$ cat src/rtl/led_display_package.sv
// Shared types and helpers for the BCM LED panel scanner: FSM encoding,
// RAM address width and per-bitplane channel extraction.
package led_display_package;

    typedef enum logic [2:0] {
        IDLE,
        PREFETCH,
        SHIFT,
        BLANK,
        LATCH,
        DISPLAY
    } bcm_state_t;

    localparam int MAX_DEPTH  = 8;
    localparam int MAX_WORD_W = 6 * MAX_DEPTH;

    function automatic int ram_addr_width(input int num_rows, input int num_cols);
        return $clog2(num_rows / 2) + $clog2(num_cols);
    endfunction

    // Returns {rT,gT,bT,rB,gB,bB} bit b from a RAM word whose channels are
    // packed MSB-first, each depth bits wide (word zero-extended to MAX_WORD_W).
    function automatic logic [5:0] extract_plane(input logic [MAX_WORD_W-1:0] word,
                                                 input int depth, input int b);
        logic [5:0] bits;
        logic [5:0] idx;
        bits = '0;
        for (int k = 0; k < 6; k++) begin
            idx     = 6'(k * depth + b);
            bits[k] = word[idx];
        end
        return bits;
    endfunction

endpackage

$ cat src/rtl/led_display_col_shifter.sv
// Column shifter: walks NUM_COLS slots of 2*CLK_DIV cycles, generates the
// panel shift clock and holds the six serial colour bits for each slot.
module led_display_col_shifter
    import led_display_package::*;
#(
    parameter int NUM_COLS     = 64,
    parameter int COLOUR_DEPTH = 4,
    parameter int CLK_DIV      = 1,
    parameter int PLW          = 2
) (
    input  logic                        clk_in,
    input  logic                        n_reset_in,
    input  logic                        start_in,
    input  logic [PLW-1:0]              plane_in,
    input  logic [6*COLOUR_DEPTH-1:0]   ram_data_in,
    output logic [$clog2(NUM_COLS)-1:0] col_out,
    output logic                        last_slot_out,
    output logic                        done_out,
    output logic                        bit_clk_out,
    output logic [5:0]                  colour_out
);

    localparam int CW  = $clog2(NUM_COLS);
    localparam int PHW = (2 * CLK_DIV > 1) ? $clog2(2 * CLK_DIV) : 1;

    logic           active_q, active_d;
    logic [CW-1:0]  col_q, col_d;
    logic [PHW-1:0] phase_q, phase_d;
    logic [5:0]     colour_q, colour_d;
    logic           last_phase;
    logic           last_slot;

    assign last_phase = (phase_q == PHW'(2 * CLK_DIV - 1));
    assign last_slot  = (col_q == CW'(NUM_COLS - 1));

    always_comb begin
        active_d = active_q;
        col_d    = col_q;
        phase_d  = phase_q;
        colour_d = colour_q;
        if (start_in) begin
            active_d = 1'b1;
            col_d    = '0;
            phase_d  = '0;
        end else if (active_q) begin
            // RAM data for this column is valid only in the slot's first cycle
            if (phase_q == '0) begin
                colour_d = extract_plane(MAX_WORD_W'(ram_data_in), COLOUR_DEPTH, int'(plane_in));
            end
            if (last_phase) begin
                phase_d = '0;
                if (last_slot) begin
                    active_d = 1'b0;
                end else begin
                    col_d = col_q + CW'(1);
                end
            end else begin
                phase_d = phase_q + PHW'(1);
            end
        end
    end

    always_ff @(posedge clk_in) begin
        if (!n_reset_in) begin
            active_q <= 1'b0;
            col_q    <= '0;
            phase_q  <= '0;
            colour_q <= '0;
        end else begin
            active_q <= active_d;
            col_q    <= col_d;
            phase_q  <= phase_d;
            colour_q <= colour_d;
        end
    end

    assign col_out       = col_q;
    assign last_slot_out = last_slot;
    assign done_out      = active_q && last_phase && last_slot;
    assign bit_clk_out   = active_q && (phase_q >= PHW'(CLK_DIV));
    assign colour_out    = colour_q;

endmodule

$ cat src/rtl/led_display_bcm_scanner.sv
// HUB75-style panel scanner: reads a frame RAM row by row and displays each
// bitplane for a binary-weighted time, with brightness-scaled output enable.
module led_display_bcm_scanner
    import led_display_package::*;
#(
    parameter int NUM_COLS     = 64,
    parameter int NUM_ROWS     = 32,
    parameter int COLOUR_DEPTH = 4,
    parameter int CLK_DIV      = 1,
    parameter int LSB_CYCLES   = 16,
    parameter int BLANK_CYCLES = 2,
    parameter int LATCH_CYCLES = 1
) (
    input  logic                                          clk_in,
    input  logic                                          n_reset_in,
    input  logic                                          enable_in,
    input  logic [7:0]                                    brightness_in,
    output logic                                          ram_en_out,
    output logic [ram_addr_width(NUM_ROWS, NUM_COLS)-1:0] ram_addr_out,
    input  logic [6*COLOUR_DEPTH-1:0]                     ram_data_in,
    output logic                                          red_top_out,
    output logic                                          green_top_out,
    output logic                                          blue_top_out,
    output logic                                          red_bot_out,
    output logic                                          green_bot_out,
    output logic                                          blue_bot_out,
    output logic                                          bit_clk_out,
    output logic                                          latch_out,
    output logic                                          oe_n_out,
    output logic [$clog2(NUM_ROWS/2)-1:0]                 row_address_out,
    output logic                                          frame_done_out,
    output logic                                          busy_out
);

    localparam int SCAN_ROWS = NUM_ROWS / 2;
    localparam int RW        = $clog2(SCAN_ROWS);
    localparam int CW        = $clog2(NUM_COLS);
    localparam int PLW       = (COLOUR_DEPTH > 1) ? $clog2(COLOUR_DEPTH) : 1;
    localparam int PW        = $clog2(LSB_CYCLES) + COLOUR_DEPTH + 9;

    bcm_state_t     state_q, state_d;
    logic [PW-1:0]  cnt_q, cnt_d;
    logic [RW-1:0]  row_q, row_d;
    logic [PLW-1:0] plane_q, plane_d;
    logic [7:0]     bri_q, bri_d;
    logic [RW-1:0]  row_disp_q, row_disp_d;

    logic [PW-1:0]  disp_len;
    logic [PW-1:0]  on_product;
    logic [PW-1:0]  on_cycles;
    logic           disp_last;
    logic           last_plane;
    logic           last_row;
    logic           frame_end;

    logic           shift_start;
    logic           shift_done;
    logic           shift_last_slot;
    logic [CW-1:0]  shift_col;
    logic [5:0]     colour;

    assign disp_len   = PW'(LSB_CYCLES) << plane_q;
    assign on_product = disp_len * (PW'(bri_q) + PW'(1));
    assign on_cycles  = on_product >> 8;
    assign disp_last  = (cnt_q == disp_len - PW'(1));
    assign last_plane = (plane_q == PLW'(COLOUR_DEPTH - 1));
    assign last_row   = (row_q == RW'(SCAN_ROWS - 1));
    assign frame_end  = (state_q == DISPLAY) && disp_last && last_plane && last_row;
    assign shift_start = (state_q == PREFETCH);

    led_display_col_shifter #(
        .NUM_COLS     (NUM_COLS),
        .COLOUR_DEPTH (COLOUR_DEPTH),
        .CLK_DIV      (CLK_DIV),
        .PLW          (PLW)
    ) u_col_shifter (
        .clk_in        (clk_in),
        .n_reset_in    (n_reset_in),
        .start_in      (shift_start),
        .plane_in      (plane_q),
        .ram_data_in   (ram_data_in),
        .col_out       (shift_col),
        .last_slot_out (shift_last_slot),
        .done_out      (shift_done),
        .bit_clk_out   (bit_clk_out),
        .colour_out    (colour)
    );

    always_comb begin
        state_d    = state_q;
        row_d      = row_q;
        plane_d    = plane_q;
        bri_d      = bri_q;
        row_disp_d = row_disp_q;
        case (state_q)
            IDLE: begin
                if (enable_in) begin
                    state_d = PREFETCH;
                    bri_d   = brightness_in;
                end
            end
            PREFETCH: state_d = SHIFT;
            SHIFT: begin
                if (shift_done) begin
                    state_d    = BLANK;
                    row_disp_d = row_q;
                end
            end
            BLANK: begin
                if (cnt_q == PW'(BLANK_CYCLES - 1)) state_d = LATCH;
            end
            LATCH: begin
                if (cnt_q == PW'(LATCH_CYCLES - 1)) state_d = DISPLAY;
            end
            DISPLAY: begin
                if (disp_last) begin
                    state_d = PREFETCH;
                    if (last_plane) begin
                        plane_d = '0;
                        row_d   = last_row ? '0 : row_q + RW'(1);
                    end else begin
                        plane_d = plane_q + PLW'(1);
                    end
                    // Enable is only honoured at frame boundaries
                    if (frame_end) begin
                        bri_d = brightness_in;
                        if (!enable_in) state_d = IDLE;
                    end
                end
            end
            default: state_d = IDLE;
        endcase
        cnt_d = (state_d != state_q) ? '0 : cnt_q + PW'(1);
    end

    always_ff @(posedge clk_in) begin
        if (!n_reset_in) begin
            state_q    <= IDLE;
            cnt_q      <= '0;
            row_q      <= '0;
            plane_q    <= '0;
            bri_q      <= '0;
            row_disp_q <= '0;
        end else begin
            state_q    <= state_d;
            cnt_q      <= cnt_d;
            row_q      <= row_d;
            plane_q    <= plane_d;
            bri_q      <= bri_d;
            row_disp_q <= row_disp_d;
        end
    end

    assign ram_en_out      = (state_q == PREFETCH) || ((state_q == SHIFT) && !shift_last_slot);
    assign ram_addr_out    = {row_q, (state_q == SHIFT) ? shift_col + CW'(1) : CW'(0)};
    assign latch_out       = (state_q == LATCH);
    assign oe_n_out        = !((state_q == DISPLAY) && (cnt_q < on_cycles));
    assign row_address_out = row_disp_q;
    assign frame_done_out  = frame_end;
    assign busy_out        = (state_q != IDLE);

    assign {red_top_out, green_top_out, blue_top_out,
            red_bot_out, green_bot_out, blue_bot_out} = colour;

endmodule

$ cat config.mk
export PLATFORM = sky130hd
export DESIGN_NAME = led_display_bcm_scanner
export DESIGN_NICKNAME = d
export VERILOG_FILES = /design/src/rtl/led_display_package.sv /design/src/rtl/led_display_col_shifter.sv /design/src/rtl/led_display_bcm_scanner.sv
export SDC_FILE = /design/constraint.sdc
export NUM_CORES = 1
export LEC_CHECK = 0
export CAP_MARGIN = 20
export CORE_ASPECT_RATIO = 1.5
export CORE_MARGIN = 1.5
export CORE_UTILIZATION = 56
export DETAILED_ROUTE_END_ITERATION = 16
export HOLD_SLACK_MARGIN = 0.1
export PLACE_DENSITY = 0.8
export SYNTH_ARGS = -nofsm -noshare
export SYNTH_HDL_FRONTEND = slang
export SYNTH_SLANG_ARGS = --single-unit
$ cat constraint.sdc
create_clock -name clk_in -period 9 [get_ports clk_in]
set_input_delay 2.25 -clock clk_in [delete_from_list [all_inputs] [get_ports clk_in]]
set_output_delay 2.25 -clock clk_in [all_outputs]
set_load 0.1 [all_outputs]
# Yosys cells after proc, flatten, opt, wreduce, memory -nomap -nowiden
# Index checks and enable logic that the tools add are counted.
# Widths: inputs -> output; s select.
[totals] ff_bits=52 latch_bits=0 ramBits=0 rom_bits=0 in_bits=35 output_inout_bits=26 word_cells=105 n_memories=0
[op_classes] n_addsub=12 multipliers=1 n_div=0 magnitude_cmp=8 n_eq_ne=14 shift=1 muxes=32 n_bitwise=4 n_reduce_logical=23
[op_table] operator="$lt 6x7->1 const B" count=5
[op_table] operator="$bmux 1 s6" count=5
[op_table] operator="$mux 8" count=3
[op_table] operator="$pmux 3 s6" count=1
[op_table] operator="$add 17x1->17 const B" count=1
[op_table] operator="$eq 17x1->1 const B" count=1
[op_table] operator="$eq 17x17->1" count=1
[op_table] operator="$logic_not 17->1" count=1
[op_table] operator="$lt 17x9->1" count=1
[op_table] operator="$mul 17x9->17" count=1
[op_table] operator="$shl 5x2->17 const A" count=1
[op_table] operator="$sub 17x1->17 const B" count=1
[op_table] operator="$pmux 8 s2" count=1
[op_table] operator="$mux 3" count=5
[op_table] operator="$mux 1" count=13
[op_table] operator="$add 5x2->6 const A" count=2
[op_table] operator="$add 4x2->5 const A" count=2
[op_table] operator="$add 8x1->9 const B" count=1
[op_table] operator="$reduce_and 3->1" count=3
[op_table] operator="$logic_and 1x1->1" count=8
[op_table] operator="$lt 2x7->1 const B" count=1
[op_table] operator="$add 6x1->6 const B" count=1
[op_table] operator="$eq 3x2->1 const B" count=2
[op_table] operator="$eq 3x3->1 const B" count=2
[op_table] operator="other kinds (24)" count=32

# Logic depth before layout (Yosys ltp)
# Gate-level depths: netlist of run 1.
[depth] depth_word=11 mapped_depth=24 ltp_nobuf=22

# Hierarchy
# From an unflattened synthesis of run 1, not the netlist that was laid out.
[unflattened] cells_unflattened=489 hier_area_um2=4310.4
[modules_own_cells] module="led_display_bcm_scanner" instances=1 cells_per_inst=416 area_per_inst_um2=3557.2 seq_area_each_um2=760.7
[modules_own_cells] module="led_display_col_shifter" instances=1 cells_per_inst=73 area_per_inst_um2=753.2 seq_area_each_um2=280.3

# Worst setup path before layout of run 1
# Ideal clock, no wire load.
[synth_path] path_kind="flip-flop to output port" startpoint="register plane_q[0]" endpoint="output port oe_n_out" arrival_ns=6.347 required_time_ns=6.750 path_slack_ns=0.403 path_stages_with_launch=24 path_buffers=2 cell_sequence="dfxtp_1 clkbuf_1 inv_1 ha_1 clkbuf_1 and2_1 fa_1 ha_1 ha_1 inv_1 fa_1 inv_1 ha_1 fa_1 a21o_1 a21oi_1 o21ai_0 o21ai_0 nand2b_1 a21oi_1 xnor2_1 ha_1 nand2_1 o2111ai_1"
[synth_between] elab_chain_cells=5
[synth_lines] element="from (decl)" line="led_display_bcm_scanner.sv:44" rtl="logic [PLW-1:0] plane_q, plane_d;"
[synth_lines] element="from (signal assigned)" line="led_display_bcm_scanner.sv:148" rtl="plane_q <= plane_d;"
[synth_lines] element="$shl 5x2->17" line="led_display_bcm_scanner.sv:62" rtl="assign disp_len = PW'(LSB_CYCLES) << plane_q;"
[synth_lines] element="$mul 17x9->17" line="led_display_bcm_scanner.sv:63" rtl="assign on_product = disp_len * (PW'(bri_q) + PW'(1));"
[synth_lines] element="$lt 17x9->1" line="led_display_bcm_scanner.sv:157" rtl="assign oe_n_out = !((state_q == DISPLAY) && (cnt_q < on_cycles));"
[synth_lines] element="$logic_and 1x1->1" line="led_display_bcm_scanner.sv:157"
[synth_lines] element="$logic_not 1->1" line="led_display_bcm_scanner.sv:157"
[synth_lines] element="to (decl)" line="led_display_bcm_scanner.sv:29" rtl="output logic oe_n_out,"
# No other way between the ends.

# Worst setup path in the final report of run 1
# Ends and elaborated chain as after synthesis.

==> impl_metrics.env, run 1 <==
export IMPL_status="finished, final reports clean"
export IMPL_io_buffers=60
export IMPL_hp_start="bri_q[7]"
export IMPL_gp_congestion=0.8430
export IMPL_grt_first_pass_wirelength_um=14820
export IMPL_area_growth_pct=17.83
export IMPL_cts_buffer_depth=2
export IMPL_grt_start_max_net_pins=35
export IMPL_totalWireLength_um=8616
export IMPL_reg2reg_slack_ns=5.67
export IMPL_die_h_um=108.5
export IMPL_synth_area_leaders="dfxtp_1 25%, ha_1 15%, fa_1 7.2%"
export IMPL_tritoncts="yes"
export IMPL_power_density_mw_per_mm2=101.0
export IMPL_rsz0062_at_grt="false"
export IMPL_syn_area_per_cell_um2=8.766
export IMPL_io_pin_count=61
export IMPL_cellLeakagePower_nw=2.196
export IMPL_clk_pin_slew_worst_paths_ns=0.09
export IMPL_start_kind="flop"
export IMPL_critPathRequiredTime_ns=6.75
export IMPL_cpPeakStageDelay_ns=0.69
export IMPL_maxCapViolCount=0
export IMPL_cts_inserted_buffers=5
export IMPL_cp_end_kind="primary output"
export IMPL_fin_crit_ns=8.133
export IMPL_std_cell_rows=38
export IMPL_setup_viol=0
export IMPL_die_area_mm2=0.007956
export IMPL_yosysMostFrequentCell="nor2_1"
export IMPL_synthesis_nets=574
export IMPL_fin_cells=627
export IMPL_synth_top_area_share_pct=25.05
export IMPL_syn_inst=474
export IMPL_relSlewSlack_pct=33.27
export IMPL_coreArea_mm2=0.007227
export IMPL_cts_resized=0
export IMPL_first_iter_violations=134
export IMPL_grt_pass1_vias=3412
export IMPL_initial_core_util_pct=57.50
export IMPL_nets=626
export IMPL_finalHoldViolCount=0
export IMPL_hold_path_class="reg2reg"
export IMPL_clock_tree_root_cell="clkbuf_8"
export IMPL_antenna_found_initial=0
export IMPL_clk_latency_ns=0.31
export IMPL_dp_hpwl_um=6828
export IMPL_critical_path_class="reg2out"
export IMPL_post_cts_buffers=0
export IMPL_synth_top_area_cell="dfxtp_1"
export IMPL_hold_buffers=0
export IMPL_drive_above_1_share_pct=4.934
export IMPL_cp_slowest_cell="dfxtp_1"
export IMPL_vias=3382
export IMPL_die_w_um=73.33
export IMPL_cp_data_arrival_time_ns=5.88
export IMPL_fmax_mhz=123.0
export IMPL_cts_htree_levels=2
export IMPL_yosysWarnings=0
export IMPL_rr_endpoint="row_q[3]"
export IMPL_worstPathMaxFanout=16
export IMPL_period_share_pct=90.37
export IMPL_drc=0
export IMPL_track_usage_pct=23.45
export IMPL_vias_per_cell=5.394
export IMPL_reg2regPathDepth=11
export IMPL_firstDrtPassIters=4
export IMPL_placed_cells=619
export IMPL_ir_drop_uv=154.9
export IMPL_routedWlPerCell_um=13.74
export IMPL_post_route_util_pct=67.75
export IMPL_ys_types=51
export IMPL_postRouteAntennaNets=0
export IMPL_antennaDiodeCount=0
export IMPL_holdPathStages=2
export IMPL_r2r_start="plane_q[0]"
export IMPL_synthArstFlopShare_pct=0
export IMPL_whs_ns=0.4915
export IMPL_slew_viol_final=0
export IMPL_grt_ovfl_total=0
export IMPL_synth_flop_cell="dfxtp_1"
export IMPL_synth_cell_area_mm2=0.004155
export IMPL_setup_tns_ns=0
export IMPL_critPathMostFrequentCell="ha_1"
export IMPL_fillerInstances=626
export IMPL_finalClockSkew_ns=0.006192
export IMPL_synth_seq_area_share_pct=25.05
export IMPL_worstPathCellList="ha_1 -> and2_1 -> ha_1 -> ha_1 -> ha_1 -> inv_1 -> fa_1 -> inv_1 -> ha_1 -> fa_1 -> a21o_1 -> a21oi_1 -> o21ai_0 -> o21ai_0 -> nand2b_1 -> a21oi_1 -> xnor2_1 -> ha_1 -> nand2_1 -> o2111ai_1 -> buf_4"
export IMPL_worst_pin_slew_ns=0.9978
export IMPL_synth_ff_latch_count=52
export IMPL_netlist_top_cells_count="53 x nor2_1, 52 x dfxtp_1, 50 x ha_1"
export IMPL_min_to="bri_q[7]"
export IMPL_cts_sinks=52
export IMPL_synth_edf_count=0
per-layer routing:
metal	global-route usage [%]	wire (um)	up-vias
met5	0	0	-
met1	25.65	3390	1608
met2	44.03	4783	58
met4	8.598	182	0
li1	-	-	1699
met3	4.007	259	17
flip-flops by register name, summed over array words and instances, names as in the netlist:
name and cells:
state_q 3, u_col_shifter.last_phase 1, bri_q 8, row_address_out 4, u_col_shifter.col_out 6, u_col_shifter.active_q 1
cnt_q 17, row_q 4, u_col_shifter.colour_out 6, plane_q 2
power by group:
group	internal, mW	switching, mW	leakage, nW
logic	0.0425	0.0632	1.72
clock network	0.0630	0.0781	0.0516
registers	0.238	0.00998	0.421
worst max path at each step:
stage / from / slack [ns] / endpoint / depth (start not counted)
after global routing: plane_q[0] / 0.41 / oe_n_out / 21
after detailed placement: plane_q[0] / 1.21 / oe_n_out / 22
after global placement: plane_q[0] / 1.37 / oe_n_out / 21
final: plane_q[0] / 0.87 / oe_n_out / 21
after CTS: plane_q[0] / 0.84 / oe_n_out / 21
after floorplan: plane_q[0] / 0.40 / oe_n_out / 23
layout by cell type, fill, tap and decap left out, types with 2 or more instances in the layout:
master	instances
clkbuf_8	6
nand2_1	44
dfxtp_1	52
xor2_1	25
mux2i_1	16
or4_1	2
buf_4	2
and2_1	13
o21ai_2	2
a31oi_1	3
a21o_1	4
mux4_2	6
xnor2_1	16
inv_1	34
nor3_1	5
and3_1	16
nand2b_1	7
a211oi_1	2
nand3_2	2
ha_1	50
fa_1	15
nand4_1	4
nand3_1	19
a21oi_1	10
nor2b_1	22
nor2_1	53
o21ai_0	14
clkdlybuf4s50_1	59
cells by family (layout without fill, tap and decap cells):
kind of cell    Yosys count  in the layout  synth area share (%)
simple gates            198            198                 24.39
fa+ha+maj                65             65                 22.28
flops                    52             52                 25.05
buf+inv                  50            103                 5.149
compound gates           46             46                 7.378
xor+xnor                 41             41                 8.642
mux                      22             22                 7.106
cell type report:
cell class              count  area (um^2)  share of cell area, %
multi-input cells         372         2900                  59.24
repair buffers             61        605.6                  12.37
inverters                  34        127.6                  2.607
clock buffers               6        82.58                  1.687
well taps                 100        125.1                  2.556
clock inverters             2        13.76                 0.2811
flip-flops and latches     52         1041                  21.26
critical path: cells and delay by family (launching register included):
family / cells / cell delay, ns
adder cells (fa/ha/maj): 8 / 2.85
AO/OA/AOI/OAI: 6 / 1.14
flip-flops: 1 / 0.69
buffers and inverters: 3 / 0.43
AND/OR/NAND/NOR: 3 / 0.35
XOR/XNOR: 1 / 0.09
stage by stage:
stage               total power [mW]  cell area (um^2)  setup WS [ns]
detailed placement            0.3592              4800          1.215
CTS                           0.5003              4896         0.8384
global route                  0.5197              4896         0.4102
floorplan                     0.3260              4155         0.4025
finish                        0.4944              4896         0.8667
global placement              0.3566              4800          1.367
Power figures use the tool's default switching activity.
==> run 2, diff against run 1 <==
--- a/config.mk
+++ b/config.mk
@@ -5,13 +5,14 @@
 export SDC_FILE = /design/constraint.sdc
 export NUM_CORES = 1
 export LEC_CHECK = 0
+export ABC_AREA = 1
 export CAP_MARGIN = 20
 export CORE_ASPECT_RATIO = 1.5
 export CORE_MARGIN = 1.5
 export CORE_UTILIZATION = 56
 export DETAILED_ROUTE_END_ITERATION = 16
 export HOLD_SLACK_MARGIN = 0.1
-export PLACE_DENSITY = 0.8
+export PLACE_DENSITY = 0.79
 export SYNTH_ARGS = -nofsm -noshare
 export SYNTH_HDL_FRONTEND = slang
 export SYNTH_SLANG_ARGS = --single-unit
==> constraint.sdc (replaced) <==
create_clock -name clk_in -period 8.4 [get_ports clk_in]
set_input_delay 2.1 -clock clk_in [delete_from_list [all_inputs] [get_ports clk_in]]
set_output_delay 2.1 -clock clk_in [all_outputs]
set_load 0.1 [all_outputs]
==> impl_metrics.env, run 2 <==
export IMPL_status="finished, final reports clean"
export IMPL_cts_resized=0
export IMPL_cellLeakagePower_nw=2.336
export IMPL_initial_core_util_pct=57.54
export IMPL_ff_latch_area_mm2=0.001041
export IMPL_io_pin_count=61
export IMPL_setup_viol=0
export IMPL_cts_inserted_buffers=5
export IMPL_power_density_mw_per_mm2=121.5
export IMPL_yosysWarnings=0
export IMPL_finalClockSkew_ns=0.006733
export IMPL_syn_area_per_cell_um2=7.374
export IMPL_placed_cells=745
export IMPL_vias=3964
export IMPL_fmax_mhz=127.2
export IMPL_fin_cells=753
export IMPL_clk_pin_slew_worst_paths_ns=0.07
export IMPL_clk_latency_ns=0.30
export IMPL_synth_edf_count=0
export IMPL_synth_area_leaders="dfxtp_1 24%, ha_1 14%, nor2_1 8.7%"
export IMPL_critPathRequiredTime_ns=6.30
export IMPL_maxCapViolCount=0
export IMPL_coreArea_mm2=0.007612
export IMPL_ys_types=35
export IMPL_totalWireLength_um=9769
export IMPL_setup_tns_ns=0
export IMPL_vias_per_cell=5.264
export IMPL_grt_first_pass_wirelength_um=16810
export IMPL_die_h_um=111.3
export IMPL_synth_ff_latch_count=52
export IMPL_first_iter_violations=126
export IMPL_postRouteAntennaNets=0
export IMPL_synth_top_area_cell="dfxtp_1"
export IMPL_syn_inst=594
export IMPL_netlist_top_cells_count="101 x nor2_1, 93 x inv_1, 71 x nand2_1"
export IMPL_largestRegisters="cnt_q: 17 flops, bri_q: 8 flops"
export IMPL_area_growth_pct=18.28
export IMPL_critical_path_class="reg2out"
export IMPL_cts_sinks=52
export IMPL_finalHoldViolCount=0
export IMPL_synth_top_area_share_pct=23.76
export IMPL_dp_hpwl_um=7860
export IMPL_synthesis_nets=694
export IMPL_hold_buffers=0
export IMPL_final_cell_mix="101 x nor2_1, 93 x inv_1, 71 x nand2_1"
export IMPL_period_share_pct=93.60
export IMPL_die_w_um=75.22
export IMPL_die_area_mm2=0.008373
export IMPL_multiInputGateArea_mm2=0.002905
export IMPL_cp_end_kind="primary output"
export IMPL_hold_path_class="reg2reg"
export IMPL_grt_start_max_net_pins=22
export IMPL_synth_seq_area_share_pct=23.76
export IMPL_drc=0
export IMPL_slew_viol_final=0
export IMPL_pre_cts_slack_ns=0.8593
export IMPL_std_cell_rows=39
export IMPL_firstDrtPassIters=5
export IMPL_track_usage_pct=25.30
export IMPL_start_kind="flop"
export IMPL_synth_flop_cell="dfxtp_1"
export IMPL_clock_tree_root_cell="clkbuf_16"
export IMPL_p_total_uw=629.3
export IMPL_grt_ovfl_total=0
export IMPL_relSlewSlack_pct=33.62
export IMPL_routedWlPerCell_um=12.97
export IMPL_post_cts_buffers=0
export IMPL_drive_above_1_share_pct=6.298
export IMPL_worst_pin_slew_ns=0.9926
export IMPL_fin_crit_ns=7.863
export IMPL_grt_pass1_vias=3969
export IMPL_ir_drop_uv=111.3
export IMPL_synth_cell_area_mm2=0.004380
export IMPL_yosysMostFrequentCell="nor2_1"
export IMPL_antenna_found_initial=0
export IMPL_io_buffers=60
export IMPL_rsz0062_at_grt="false"
export IMPL_setup_ws_ns=0.5375
export IMPL_gp_congestion=0.9039
export IMPL_worstPathMaxFanout=16
export IMPL_fillerInstances=677
export IMPL_largest_reg_flops=17
export IMPL_synthArstFlopShare_pct=0
export IMPL_cp_data_arrival_time_ns=5.76
export IMPL_final_common_cell="nor2_1"
export IMPL_cts_htree_levels=2
export IMPL_antennaDiodeCount=0
export IMPL_tritoncts="yes"
export IMPL_nets=750
export IMPL_cts_buffer_depth=2
export IMPL_top_register="cnt_q"
## run 2: changes by cell type after synthesis, moves of 20 or more
cell,change
nor2_1,+48
inv_1,+59
nand2_1,+27
nor2b_1,-22
a21oi_1,+20
## run 2: cell families (layout without fill, tap and decap cells)
kind of cell    after synthesis  after routing  synth area share (%)
fa+ha+maj                    65             65                 21.14
compound gates               75             75                 9.569
flops                        52             52                 23.76
buf+inv                     108            165                 9.911
xor+xnor                     34             34                 6.798
simple gates                260            260                 28.82
## run 2: where the power goes
part | switching [mW] | internal [mW] | leakage, nW
Sequential | 0.0105 | 0.258 | 0.422
Combinational | 0.102 | 0.0529 | 1.85
Clock | 0.0950 | 0.111 | 0.0671
Total | 0.207 | 0.422 | 2.34
## run 2: worst max-delay path, cell delays in order, from the launching register on
cell and delay (ns):
dfxtp_1 0.66, inv_1 0.35, ha_1 0.39, inv_2 0.16, nor2_1 0.07, ha_1 0.22, fa_1 0.48, ha_1 0.29
inv_1 0.05, fa_1 0.53, inv_1 0.07, fa_1 0.45, a21oi_1 0.16, o21bai_1 0.12, nand2_1 0.09, o311ai_0 0.15
xor2_1 0.20, ha_1 0.32, nand2_1 0.07, nand4_1 0.08, nor4_1 0.18, o21ai_1 0.12, buf_4 0.25
## run 2: worst paths after layout
| kind | start | endpoint | slack [ns] | cells past startpoint |
|---|---|---|---|---|
| max reg2reg | plane_q[0] | cnt_q[0] | 5.13 | 16 |
| min reg2reg | bri_q[7] | bri_q[7] | 0.50 | 2 |
| max | plane_q[0] | oe_n_out | 0.54 | 22 |
| min | bri_q[7] | bri_q[7] | 0.50 | 2 |
## run 2: layout make-up
cell class | instances | area share, %
Clock buffer | 6 | 2.487
Sequential cell | 52 | 20.09
Clock inverter | 2 | 0.3139
Tap cell | 102 | 2.463
Multi-Input combinational cell | 434 | 56.07
Timing Repair Buffer | 60 | 11.54
Inverter | 97 | 7.027
## run 2: metrics by stage
step	cell area, um^2	util, %	hold WS [ns]
2_1_floorplan	4380	-	0.4446
5_1_grt	5181	68.06	0.5152
4_1_cts	5181	68.06	0.4991
3_3_place_gp	5036	66.16	0.4623
6_report	5181	68.06	0.4964
3_5_place_dp	5036	66.16	0.4832
## run 2: layer usage
layer / part of all wire [%] / track usage (%) / wire [um] / vias to the layer above
li1: - / - / - / 2015
met1: 41 / 29.04 / 3978 / 1815
met2: 52 / 44.90 / 5103 / 107
met3: 4.2 / 3.818 / 410 / 27
met4: 2.8 / 10.71 / 276 / 0
met5: 0 / 0 / 0 / -
==> run 3, diff against run 2 <==
--- a/config.mk
+++ b/config.mk
@@ -9,10 +9,12 @@
 export CAP_MARGIN = 20
 export CORE_ASPECT_RATIO = 1.5
 export CORE_MARGIN = 1.5
-export CORE_UTILIZATION = 56
+export CORE_UTILIZATION = 40
 export DETAILED_ROUTE_END_ITERATION = 16
+export GPL_ROUTABILITY_DRIVEN = 0
 export HOLD_SLACK_MARGIN = 0.1
-export PLACE_DENSITY = 0.79
+export PLACE_DENSITY = 0.59
+export SLEW_MARGIN = 15
 export SYNTH_ARGS = -nofsm -noshare
 export SYNTH_HDL_FRONTEND = slang
 export SYNTH_SLANG_ARGS = --single-unit
==> impl_metrics.env, run 3 (synthesized netlist as in run 2, its figures left out) <==
export IMPL_cp_data_arrival_time_ns=5.80
export IMPL_placed_cells=787
export IMPL_ir_drop_uv=75.12
export IMPL_cp_slowest_cell="dfxtp_1"
export IMPL_cts_buffer_depth=2
export IMPL_cp_top_family="adder cells"
export IMPL_track_usage_pct=18.47
export IMPL_clock_tree_root_cell="clkbuf_16"
export IMPL_met1_length_um=4333
export IMPL_critPathRequiredTime_ns=6.30
export IMPL_die_h_um=131.2
export IMPL_worstPathMaxFanout=10
export IMPL_dr_wl_met3_um=345
export IMPL_drc=0
export IMPL_dr_wl_met2_um=5299
export IMPL_antenna_found_initial=0
export IMPL_finalHoldViolCount=0
export IMPL_worst_pin_slew_ns=1.011
export IMPL_final_cell_mix="101 x nor2_1, 93 x inv_1, 71 x nand2_1"
export IMPL_rr_endpoint="cnt_q[2]"
export IMPL_vias_per_cell=4.928
export IMPL_multiInputGateArea_mm2=0.002905
export IMPL_antennaDiodeCount=0
export IMPL_clk_pin_slew_worst_paths_ns=0.07
export IMPL_die_area_mm2=0.01160
export IMPL_vias=3918
export IMPL_hold_path_class="reg2reg"
export IMPL_fmax_mhz=126.6
export IMPL_setup_tns_ns=0
export IMPL_clk_latency_ns=0.30
export IMPL_hold_buffers=0
export IMPL_reg2reg_slack_ns=5.23
export IMPL_critPathMostFrequentCell="ha_1"
export IMPL_setup_viol=0
export IMPL_io_pin_count=61
export IMPL_pre_cts_slack_ns=0.7891
export IMPL_tritoncts="yes"
export IMPL_fin_cells=795
export IMPL_hp_start="bri_q[7]"
export IMPL_coreArea_mm2=0.01065
export IMPL_grt_start_max_net_pins=22
export IMPL_die_w_um=88.45
export IMPL_cts_htree_levels=2
export IMPL_relSlewSlack_pct=32.41
export IMPL_std_cell_rows=46
export IMPL_holdPathStages=2
export IMPL_status="finished, final reports clean"
export IMPL_largestRegisters="cnt_q: 17 flops, bri_q: 8 flops"
export IMPL_initial_core_util_pct=41.14
export IMPL_grt_first_pass_wirelength_um=17250
export IMPL_cellLeakagePower_nw=2.337
export IMPL_min_to="bri_q[7]"
export IMPL_dp_hpwl_um=8223
export IMPL_post_cts_buffers=0
export IMPL_fillerInstances=1065
export IMPL_final_common_cell="nor2_1"
export IMPL_routedWlPerCell_um=12.79
export IMPL_power_density_mw_per_mm2=120.3
export IMPL_grt_ovfl_total=0
export IMPL_firstDrtPassIters=4
export IMPL_maxCapViolCount=0
export IMPL_critical_path_class="reg2out"
export IMPL_period_share_pct=94.02
export IMPL_reg2regPathDepth=15
export IMPL_totalWireLength_um=10170
export IMPL_io_buffers=60
export IMPL_slew_viol_final=0
export IMPL_cts_inserted_buffers=5
export IMPL_first_iter_violations=130
export IMPL_rsz0062_at_grt="false"
export IMPL_nets=750
export IMPL_r2r_start="plane_q[1]"
export IMPL_p_total_uw=629.7
export IMPL_fin_crit_ns=7.898
export IMPL_cp_num_buf_inv=5
export IMPL_drive_above_1_share_pct=6.452
export IMPL_postRouteAntennaNets=0
export IMPL_area_growth_pct=19.51
export IMPL_finalClockSkew_ns=0.006799
export IMPL_worstPathCellList="clkinv_1 -> ha_1 -> inv_1 -> nor2_1 -> fa_1 -> ha_1 -> ha_1 -> inv_1 -> fa_1 -> inv_1 -> ha_1 -> fa_1 -> a21oi_1 -> o21bai_1 -> nand2_1 -> o311ai_0 -> xor2_1 -> ha_1 -> nand2_1 -> nand4_1 -> nor4_1 -> o21ai_1 -> buf_4"
export IMPL_cts_sinks=52
export IMPL_cp_end_kind="primary output"
export IMPL_cpPeakStageDelay_ns=0.53
export IMPL_grt_pass1_vias=3946
export IMPL_highest_layer="met4"
export IMPL_setup_ws_ns=0.5024
export IMPL_ff_latch_area_mm2=0.001042
export IMPL_top_register="cnt_q"
export IMPL_largest_reg_flops=17
export IMPL_start_kind="flop"
run 3: cell count changes in the layout (fill, tap and decap cells not counted):
cell,delta
dfxtp_1,-1
dfxtp_2,+1
run 3: routing by layer:
layer	vias to the layer above	track usage [%]
li1	2021	-
met1	1800	21.11
met2	82	33.46
met3	15	3.455
met4	0	6.076
met5	-	0
run 3: worst max path at each step:
stage                     startpoint       end  slack (ns)  depth (start not counted)
after floorplan           plane_q[1]  oe_n_out        0.65                         20
after global placement    plane_q[0]  oe_n_out        0.92                         23
after detailed placement  plane_q[0]  oe_n_out        0.79                         23
after CTS                 plane_q[0]  oe_n_out        0.46                         23
after global routing      plane_q[1]  oe_n_out        0.08                         23
final                     plane_q[1]  oe_n_out        0.50                         23
run 3: area by class of cell:
type                       count  area share [%]
timing repair buffer          60           11.42
tap                          144           3.442
sequential                    52           19.91
clock inverter                 2          0.3107
inverter                      97           6.955
multi-input combinational    434           55.50
clock buffer                   6           2.462
run 3: per-stage QoR:
step	cell area [um^2]	utilization, %	hold WS, ns
final	5235	49.17	0.4887
after global routing	5235	49.17	0.5352
after CTS	5234	49.15	0.4944
after detailed placement	5089	47.79	0.4802
after global placement	5089	47.79	0.4712
after floorplan	4380	-	0.4446
run 3: report_power, final:
| part | switching, mW | internal, mW | total (mW) |
|---|---|---|---|
| clock network | 0.0948 | 0.111 | 0.206 |
| registers | 0.0100 | 0.258 | 0.268 |
| logic | 0.103 | 0.0530 | 0.156 |
run 3: what timing repair did:
action | 4_1_cts | 5_1_grt
hold endpoints to repair | 0 | 0
resized for setup | 0 | 1
setup endpoints to repair | 0 | 1
run 3: worst min-delay path, cell delays in order (launching register included):
cell,delay (ns)
dfxtp_1,0.33
a21oi_1,0.04
nor2_1,0.08
